### config.mk
export PLATFORM = sky130hd
export DESIGN_NAME = mp_add_sequencer_flat
export DESIGN_NICKNAME = d
export VERILOG_FILES = /design/src/rtl/mp_add_sequencer_if.sv /design/src/rtl/mp_add_sequencer.sv /design/src/flat_wrapper.sv
export SDC_FILE = /design/constraint.sdc
export NUM_CORES = 1
export LEC_CHECK = 0
export BUFFER_PORTS_ARGS = -buffer_cell sky130_fd_sc_hd__buf_2
export CAP_MARGIN = 10
export CELL_PAD_IN_SITES_DETAIL_PLACEMENT = 1
export CELL_PAD_IN_SITES_GLOBAL_PLACEMENT = 2
export CORE_MARGIN = 5
export CORE_UTILIZATION = 30
export CTS_BUF_LIST = sky130_fd_sc_hd__clkbuf_4
export DETAILED_ROUTE_END_ITERATION = 7
export GPL_ROUTABILITY_DRIVEN = 0
export PLACE_DENSITY = 0.76
export SYNTH_ARGS = -nofsm -noshare
export SYNTH_HDL_FRONTEND = slang
export SYNTH_SLANG_ARGS = --single-unit
### constraint.sdc
create_clock -name clk -period 6.5 [get_ports clk]
set_clock_uncertainty 0.05 [all_clocks]
set_input_delay 0.325 -clock clk [delete_from_list [all_inputs] [get_ports clk]]
set_output_delay 0.325 -clock clk [all_outputs]
set_load 0.02 [all_outputs]
### src/rtl/mp_add_sequencer_if.sv
// Handshake and adder-drive bundles for the multi-precision add/subtract sequencer.
// The operand stream, result stream and adder hookup are separate so each side can be wired independently.
interface mp_op_if #(parameter int NBYTES = 4);
    logic                  in_valid;
    logic                  in_ready;
    logic [8*NBYTES-1:0]   op_a;
    logic [8*NBYTES-1:0]   op_b;
    logic                  op_cin;
    logic                  op_sub;

    modport master (output in_valid, op_a, op_b, op_cin, op_sub, input in_ready);
    modport slave  (input in_valid, op_a, op_b, op_cin, op_sub, output in_ready);
endinterface

interface mp_res_if #(parameter int NBYTES = 4);
    logic                  res_valid;
    logic                  res_ready;
    logic [8*NBYTES-1:0]   result;
    logic                  res_cout;
    logic                  res_ovf;

    modport master (output res_valid, result, res_cout, res_ovf, input res_ready);
    modport slave  (input res_valid, result, res_cout, res_ovf, output res_ready);
endinterface

interface mp_adder_if;
    logic [7:0] add_a;
    logic [7:0] add_b;
    logic       add_cin;
    logic [7:0] add_z;
    logic       add_cout;

    modport master (output add_a, add_b, add_cin, input add_z, add_cout);
    modport slave  (input add_a, add_b, add_cin, output add_z, add_cout);
endinterface

### src/rtl/mp_add_sequencer.sv
// Byte-serial multi-precision add/subtract controller driving an external 8-bit adder,
// least-significant byte first, carry chained through a register between bytes.
module mp_add_sequencer #(
    parameter int NBYTES = 4
) (
    input  logic       clk,
    input  logic       rst,
    mp_op_if.slave     op,
    mp_res_if.master   res,
    mp_adder_if.master add
);
    localparam int IDXW = (NBYTES > 1) ? $clog2(NBYTES) : 1;
    localparam logic [IDXW-1:0] LAST_IDX = IDXW'(NBYTES - 1);

    typedef enum logic [1:0] {S_IDLE, S_RUN, S_DONE} state_t;

    state_t                 r_state;
    state_t                 w_next;
    logic [NBYTES-1:0][7:0] r_a;
    logic [NBYTES-1:0][7:0] r_b;
    logic [NBYTES-1:0][7:0] r_result;
    logic [IDXW-1:0]        r_idx;
    logic                   r_cin0;
    logic                   r_carry;
    logic                   r_cout;
    logic                   r_ovf;
    logic                   w_last;

    assign w_last        = (r_idx == LAST_IDX);
    assign res.result    = r_result;
    assign res.res_cout  = r_cout;
    assign res.res_ovf   = r_ovf;

    always_ff @(posedge clk or posedge rst) begin
        if (rst) r_state <= S_IDLE;
        else     r_state <= w_next;
    end

    // Adder inputs are driven only in RUN so the external adder sees zeros while idle.
    always_comb begin
        w_next        = r_state;
        op.in_ready   = 1'b0;
        res.res_valid = 1'b0;
        add.add_a     = 8'h00;
        add.add_b     = 8'h00;
        add.add_cin   = 1'b0;
        case (r_state)
            S_IDLE: begin
                op.in_ready = 1'b1;
                if (op.in_valid) w_next = S_RUN;
            end
            S_RUN: begin
                add.add_a   = r_a[r_idx];
                add.add_b   = r_b[r_idx];
                add.add_cin = (r_idx == '0) ? r_cin0 : r_carry;
                if (w_last) w_next = S_DONE;
            end
            S_DONE: begin
                res.res_valid = 1'b1;
                if (res.res_ready) w_next = S_IDLE;
            end
            default: w_next = S_IDLE;
        endcase
    end

    // Subtraction is A + ~B + 1: B is stored inverted and the first carry forced high.
    always_ff @(posedge clk or posedge rst) begin
        if (rst) begin
            r_a      <= '0;
            r_b      <= '0;
            r_result <= '0;
            r_idx    <= '0;
            r_cin0   <= 1'b0;
            r_carry  <= 1'b0;
            r_cout   <= 1'b0;
            r_ovf    <= 1'b0;
        end else begin
            case (r_state)
                S_IDLE: begin
                    if (op.in_valid) begin
                        r_a     <= op.op_a;
                        r_b     <= op.op_sub ? ~op.op_b : op.op_b;
                        r_cin0  <= op.op_sub | op.op_cin;
                        r_idx   <= '0;
                        r_carry <= 1'b0;
                    end
                end
                S_RUN: begin
                    r_result[r_idx] <= add.add_z;
                    r_carry         <= add.add_cout;
                    r_idx           <= r_idx + IDXW'(1);
                    if (w_last) begin
                        r_cout <= add.add_cout;
                        r_ovf  <= (r_a[NBYTES-1][7] == r_b[NBYTES-1][7]) &&
                                  (add.add_z[7] != r_a[NBYTES-1][7]);
                    end
                end
                default: ;
            endcase
        end
    end
endmodule
### src/flat_wrapper.sv
// flat-port wrapper written by rule: the top's interface ports become plain ports
module mp_add_sequencer_flat 
#(
    parameter int NBYTES = 4
)
  (clk, rst, op_in_valid, op_op_a, op_op_b, op_op_cin, op_op_sub, op_in_ready, res_res_valid, res_result, res_res_cout, res_res_ovf, res_res_ready, add_add_a, add_add_b, add_add_cin, add_add_z, add_add_cout);
  mp_op_if #(.NBYTES(NBYTES)) op_i ();
  mp_res_if #(.NBYTES(NBYTES)) res_i ();
  mp_adder_if add_i ();
  input  logic clk;
  input  logic rst;
  input wire logic [$bits(op_i.in_valid)-1:0] op_in_valid;
  input wire logic [$bits(op_i.op_a)-1:0] op_op_a;
  input wire logic [$bits(op_i.op_b)-1:0] op_op_b;
  input wire logic [$bits(op_i.op_cin)-1:0] op_op_cin;
  input wire logic [$bits(op_i.op_sub)-1:0] op_op_sub;
  output wire logic [$bits(op_i.in_ready)-1:0] op_in_ready;
  output wire logic [$bits(res_i.res_valid)-1:0] res_res_valid;
  output wire logic [$bits(res_i.result)-1:0] res_result;
  output wire logic [$bits(res_i.res_cout)-1:0] res_res_cout;
  output wire logic [$bits(res_i.res_ovf)-1:0] res_res_ovf;
  input wire logic [$bits(res_i.res_ready)-1:0] res_res_ready;
  output wire logic [$bits(add_i.add_a)-1:0] add_add_a;
  output wire logic [$bits(add_i.add_b)-1:0] add_add_b;
  output wire logic [$bits(add_i.add_cin)-1:0] add_add_cin;
  input wire logic [$bits(add_i.add_z)-1:0] add_add_z;
  input wire logic [$bits(add_i.add_cout)-1:0] add_add_cout;
  assign op_i.in_valid = op_in_valid;
  assign op_i.op_a = op_op_a;
  assign op_i.op_b = op_op_b;
  assign op_i.op_cin = op_op_cin;
  assign op_i.op_sub = op_op_sub;
  assign op_in_ready = op_i.in_ready;
  assign res_res_valid = res_i.res_valid;
  assign res_result = res_i.result;
  assign res_res_cout = res_i.res_cout;
  assign res_res_ovf = res_i.res_ovf;
  assign res_i.res_ready = res_res_ready;
  assign add_add_a = add_i.add_a;
  assign add_add_b = add_i.add_b;
  assign add_add_cin = add_i.add_cin;
  assign add_i.add_z = add_add_z;
  assign add_i.add_cout = add_add_cout;
  mp_add_sequencer #(.NBYTES(NBYTES)) u_core (.clk(clk), .rst(rst), .op(op_i), .res(res_i), .add(add_i));
endmodule
After elaboration in Yosys (flattened, before gate mapping)
Cells that the tools add are included.
{ "totals": {"ff_bits": 104, "in_bits": 79, "output_inout_bits": 53, "word_cells": 62} }
{ "classes": {"add_sub_neg": 1, "n_lt_le_gt_ge": 2, "n_eq_ne": 8, "muxes": 22, "n_bitwise": 2, "n_reduce_logical": 9} }
{ "op_table": {"columns": ["operator", "n"], "rows": [
  ["$mux W8", 5],
  ["$bmux W8 S2", 2],
  ["$bwmux W32", 1],
  ["$mux W32", 1],
  ["$not A32 Y32", 1],
  ["$demux W8 S2", 1],
  ["$mux W2", 4],
  ["$pmux W2 S3", 1],
  ["$reduce_and A2 Y1", 3],
  ["$mux W1", 5],
  ["$eq A2 B2 Y1 const B", 2],
  ["$logic_not A2 Y1", 2],
  ["$ne A2 B2 Y1 const B", 2],
  ["$pmux W2 S2", 1],
  ["$lt A2 B3 Y1 const B", 1],
  ["$reduce_and A3 Y1", 1],
  ["$add A2 B1 Y2 const B", 1],
  ["$eq A2 B1 Y1 const B", 1],
  ["$ge A2 B1 Y1 const B", 1],
  ["$logic_and A1 B1 Y1", 2],
  ["$ne A2 B1 Y1 const B", 1],
  ["$pmux W1 S2", 1],
  ["$reduce_bool A2 Y1", 1],
  ["$eq A1 B1 Y1", 1],
  ["other kinds (2)", 2]
]} }

Longest topological paths before layout
{ "logic_depth": {"ltp_word": 5, "ltp_mapped": 6, "ltp_nobuf": 4} }

Worst setup path before layout
Ideal clock, no wire load.
{ "synth_path": {"path_type": "reg-to-output", "from": "register u_core.r_idx[1]", "to": "output add_add_cin", "arrival_time_ps": 1440, "t_required_ps": 6125, "setup_slack_ps": 4685, "stages_incl_launch_ff": 7, "path_buffers": 2, "path_cell_list": "dfrtp_1 buf_2 buf_2 inv_1 ha_1 mux2i_1 nor2_1"} }
{ "synth_via": {"elab_chain_cells": 3} }
{ "synth_rtl": {"columns": ["element", "line", "rtl"], "rows": [
  ["start, declared", "mp_add_sequencer.sv:22", "logic [IDXW-1:0] r_idx;"],
  ["start signal, assigned", "mp_add_sequencer.sv:91", "r_idx <= r_idx + IDXW'(1);"],
  ["$logic_not A2 Y1", "mp_add_sequencer.sv:55", "add.add_cin = (r_idx == '0) ? r_cin0 : r_carry;"],
  ["$mux W1", "mp_add_sequencer.sv:55", null],
  ["$mux W1", "mp_add_sequencer.sv:47", "case (r_state)"],
  ["end, declared", "flat_wrapper.sv:25", "output wire logic [$bits(add_i.add_cin)-1:0] add_add_cin;"]
]} }
No other way between the ends.

Final worst setup path
{ "layout_path": {"from": "register u_core.r_idx[1]", "to": "output add_add_a[4]"} }
{ "layout_via": {"elab_chain_cells": 3} }
{ "layout_rtl": {"columns": ["element", "line", "rtl"], "rows": [
  ["$bmux W8 S2", "mp_add_sequencer.sv:53", "add.add_a = r_a[r_idx];"],
  ["$mux W8 (implied by the code)", "mp_add_sequencer.sv:53", null],
  ["$mux W8", "mp_add_sequencer.sv:47", null],
  ["end, declared", "flat_wrapper.sv:23", "output wire logic [$bits(add_i.add_a)-1:0] add_add_a;"]
]} }
No other way between the ends. The select of a mux whose other input is x is not followed.

==> run_results.csv <==
group,metric,value,unit
yosys,synth_cell_types,26,
route,antenna_left,0,
timing,relSlewSlack,28.3,%
clock_network,htreeDepth,3,
die,core,15800,µm²
yosys,seq_area_frac_synth,54.5,%
yosys,syn_avg_cell_area,13.4,µm²
yosys,synthTopCellsByArea,"dfrtp_1 (54%), mux2_2 (15%), mux4_1 (6.6%)",
yosys,yosysTopAreaCell,"dfrtp_1",
cells_and_area,diodes,0,
power_and_ir_drop,totalPowerFinal,2.92,mW
timing,slew_viol_final,0,
power_and_ir_drop,power_density,484,nW/µm²
yosys,async_flop_share,100,%
clock_network,cts_resized,0,
clock_network,cts.clk_slew.worst_paths,150,ps
clock_network,cts_root_buf,"clkbuf_4",
clock_network,cts_tree,"built",
route,dr.pass1.iters,4,
worst_setup_path,cp-end-kind,"output pin",
power_and_ir_drop,power_frac_seq,40.3,%
worst_setup_path,cp.arrival,2460,ps
worst_setup_path,path_class,"reg2out",
die,die-height,136,µm
clock_network,cts_sinks,104,
clock_network,cts_buffers,9,
timing,hold_viol,0,
timing,finalCriticalPeriod,2830,ps
outcome,status,"finished clean",
yosys,ys_warn_count,0,
worst_setup_path,slowest_delay,1010,ps
cells_and_area,multiInputGateArea,2020,µm²
cells_and_area,nets,593,
route,dr_total_vias,3298,
cells_and_area,post-route-util,38.3,%
timing,finalSetupTns,0,ps
cells_and_area,stdcell_area,6040,µm²
worst_setup_path,cp_cell_sequence,"mux4_1, and2_1, buf_2",
worst_setup_path,path_max_fanout,19,
cells_and_area,n_fill_cell,1767,
yosys,syn_area,4780,µm²
grt,grt_pass1_vias,3687,
grt,grt_pass1_wl,19.7,mm
die,placementRows,46,
route,wl_per_cell,16.4,µm
yosys,synth_edf_count,0,
timing,tightest_slew,1070,ps
route,drt-initial-drc-count,72,
grt,grt_usage,13.7,%
flow_run,maxCapViolations,0,
worst_setup_path,critPathTopFamily,"flip-flops",
yosys,synth_commonest_cells,"dfrtp_1 (104), mux2_2 (65), nor2_1 (37), a21oi_1 (34), xnor2_1 (32)",
cells_and_area,seq_area,2600,µm²
power_and_ir_drop,p_comb_share,48.4,%
route,routed_via_density,4.52,
yosys,synth_seq_cells,104,
cells_and_area,drive_above_1_share,43.4,%
worst_setup_path,cp_data_required_time,6120,ps
grt,grt_max_degree,103,
clock_network,clk-insertion-delay-late,460,ps
power_and_ir_drop,power.switching,1.17,mW
placed_design,dpl_cell_area,5590,µm²
die,die-area,18500,µm²
placed_design,portBuffers,131,
yosys,synth.most_common_cell,"dfrtp_1",
power_and_ir_drop,pwr-share-clk,11.3,%
timing,fmax,353,MHz
die,io_pins,132,
timing,period_share,43.6,%
worst_setup_path,critical_path_buf_inv_count,1,
worst_setup_path,startpoint_type,"flop",
yosys,yosysTopAreaCellShare,54.5,%
worst_setup_path,crit_slowest_cell,"dfrtp_1",
route,drc,0,
grt,antenna_found_initial,0,
timing,rsz0062_at_grt,"no",
placed_design,dp_hpwl,8.56,mm
cells_and_area,area_growth,26.3,%
yosys,synthCells,356,
clock_network,cts_buffer_depth,2,
hold_path,hold_class,"in2reg",
power_and_ir_drop,p_leak,2.66,nW
timing,setup_violations,0,
die,dieWidth,136,µm
yosys,synth_fp_nets,439,
power_and_ir_drop,p_int,1.76,mW
power_and_ir_drop,ir_drop,0.000233,V
die,initial_core_util,30.3,%
route,postRouteWirelength,12.0,mm
grt,grt_overflow_total,0,
power_and_ir_drop,p_sw_share,39.9,%
yosys,synthFlopType,"dfrtp_1",
==> placed cells by master, fill, tap and decap left out, drive strengths merged, types with 3 or more instances in the layout <==
cell type / synthesis / routed
buf: 23 / 134
dfrtp: 104 / 104
mux2: 65 / 65
nor2: 37 / 37
a21oi: 34 / 34
xnor2: 32 / 32
dlygate4sd3: 0 / 32
and2: 16 / 16
mux4: 16 / 16
clkbuf: 0 / 9
nand2: 7 / 7
o21ai: 4 / 4
ha: 4 / 4
inv: 4 / 4
clkinvlp: 0 / 3
==> metal layers <==
metal  wire (µm)  part of all wire [%]  global-route usage (%)  vias up
li1            -                     -                       -     1545
met1        5430                    45                    17.4     1645
met2        5700                    47                    23.0       98
met3         736                   6.1                    3.92       10
met4         137                   1.1                    3.70        0
met5           0                     0                       0        -
==> final timing paths <==
| path | end | cells after the start | startpoint | slack (ps) |
|---|---|---|---|---|
| max in group asynchronous | u_core.r_b[17] | 4 | rst | 4830 |
| worst max-delay path | add_add_a[4] | 3 | u_core.r_idx[1] | 3670 |
| worst max register to register | u_core.res.result[27] | 3 | u_core.r_idx[1] | 4170 |
| worst min-delay path | u_core.r_a[24] | 2 | op_op_a[24] | 60 |
| worst min register to register | u_core.r_a[23] | 1 | u_core.r_a[23] | 470 |
| min in group asynchronous | u_core.res.result[17] | 3 | rst | 390 |
==> per-stage QoR <==
| stage | hold WS [ps] | std cells | worst slack (ps) |
|---|---|---|---|
| 2_1_floorplan | 383 | 356 | 3390 |
| 6_report | 55.7 | 730 | 3670 |
| 4_1_cts | 1.16 | 730 | 3540 |
| 5_1_grt | 1.72 | 730 | 3500 |
| 3_5_place_dp | 382 | 683 | 4090 |
| 3_3_place_gp | 373 | 683 | 4130 |
==> timing repair <==
action | in CTS | in global routing
endpoints found under the hold margin | 77 | 0
setup buffers | 0 | 0
hold buffers | 32 | 0
==> flip-flops by register name, summed over array words and instances (netlist names) <==
signal	count
u_core.r_state	2
u_core.res.result	32
u_core.r_b	32
u_core.res.res_ovf	1
u_core.r_cin0	1
u_core.r_carry	1
u_core.r_idx	2
u_core.res.res_cout	1
u_core.r_a	32
==> layout make-up <==
class | instances | share of cell area [%]
clock inverter | 6 | 1.02
tap | 216 | 4.48
clock buffer | 9 | 1.12
multi-input combinational | 225 | 33.4
inverter | 4 | 0.290
timing repair buffer | 166 | 16.5
sequential | 104 | 43.1
==> cell families (layout without fill, tap and decap cells) <==
kind of cell | after synthesis | count (layout) | synth area share [%]
flip-flops | 104 | 104 | 54.5
multiplexers | 82 | 82 | 24.0
AND/OR/NAND/NOR | 67 | 67 | 6.84
AO/OA/AOI/OAI | 40 | 40 | 4.30
XOR/XNOR | 32 | 32 | 5.87
buffers and inverters | 27 | 185 | 3.46
adder cells (fa/ha/maj) | 4 | 4 | 1.05
==> power groups by stage <==
| stage | Sequential (mW) | Combinational, mW | Clock (mW) |
|---|---|---|---|
| floorplan | 1.24 | 0.942 | 0 |
| global placement | 1.18 | 1.38 | 0 |
| detailed placement | 1.20 | 1.43 | 0 |
| CTS | 1.19 | 1.45 | 0.352 |
| global route | 1.23 | 1.54 | 0.377 |
| finish | 1.18 | 1.41 | 0.332 |
No activity file was read; power rests on OpenSTA's default activity.
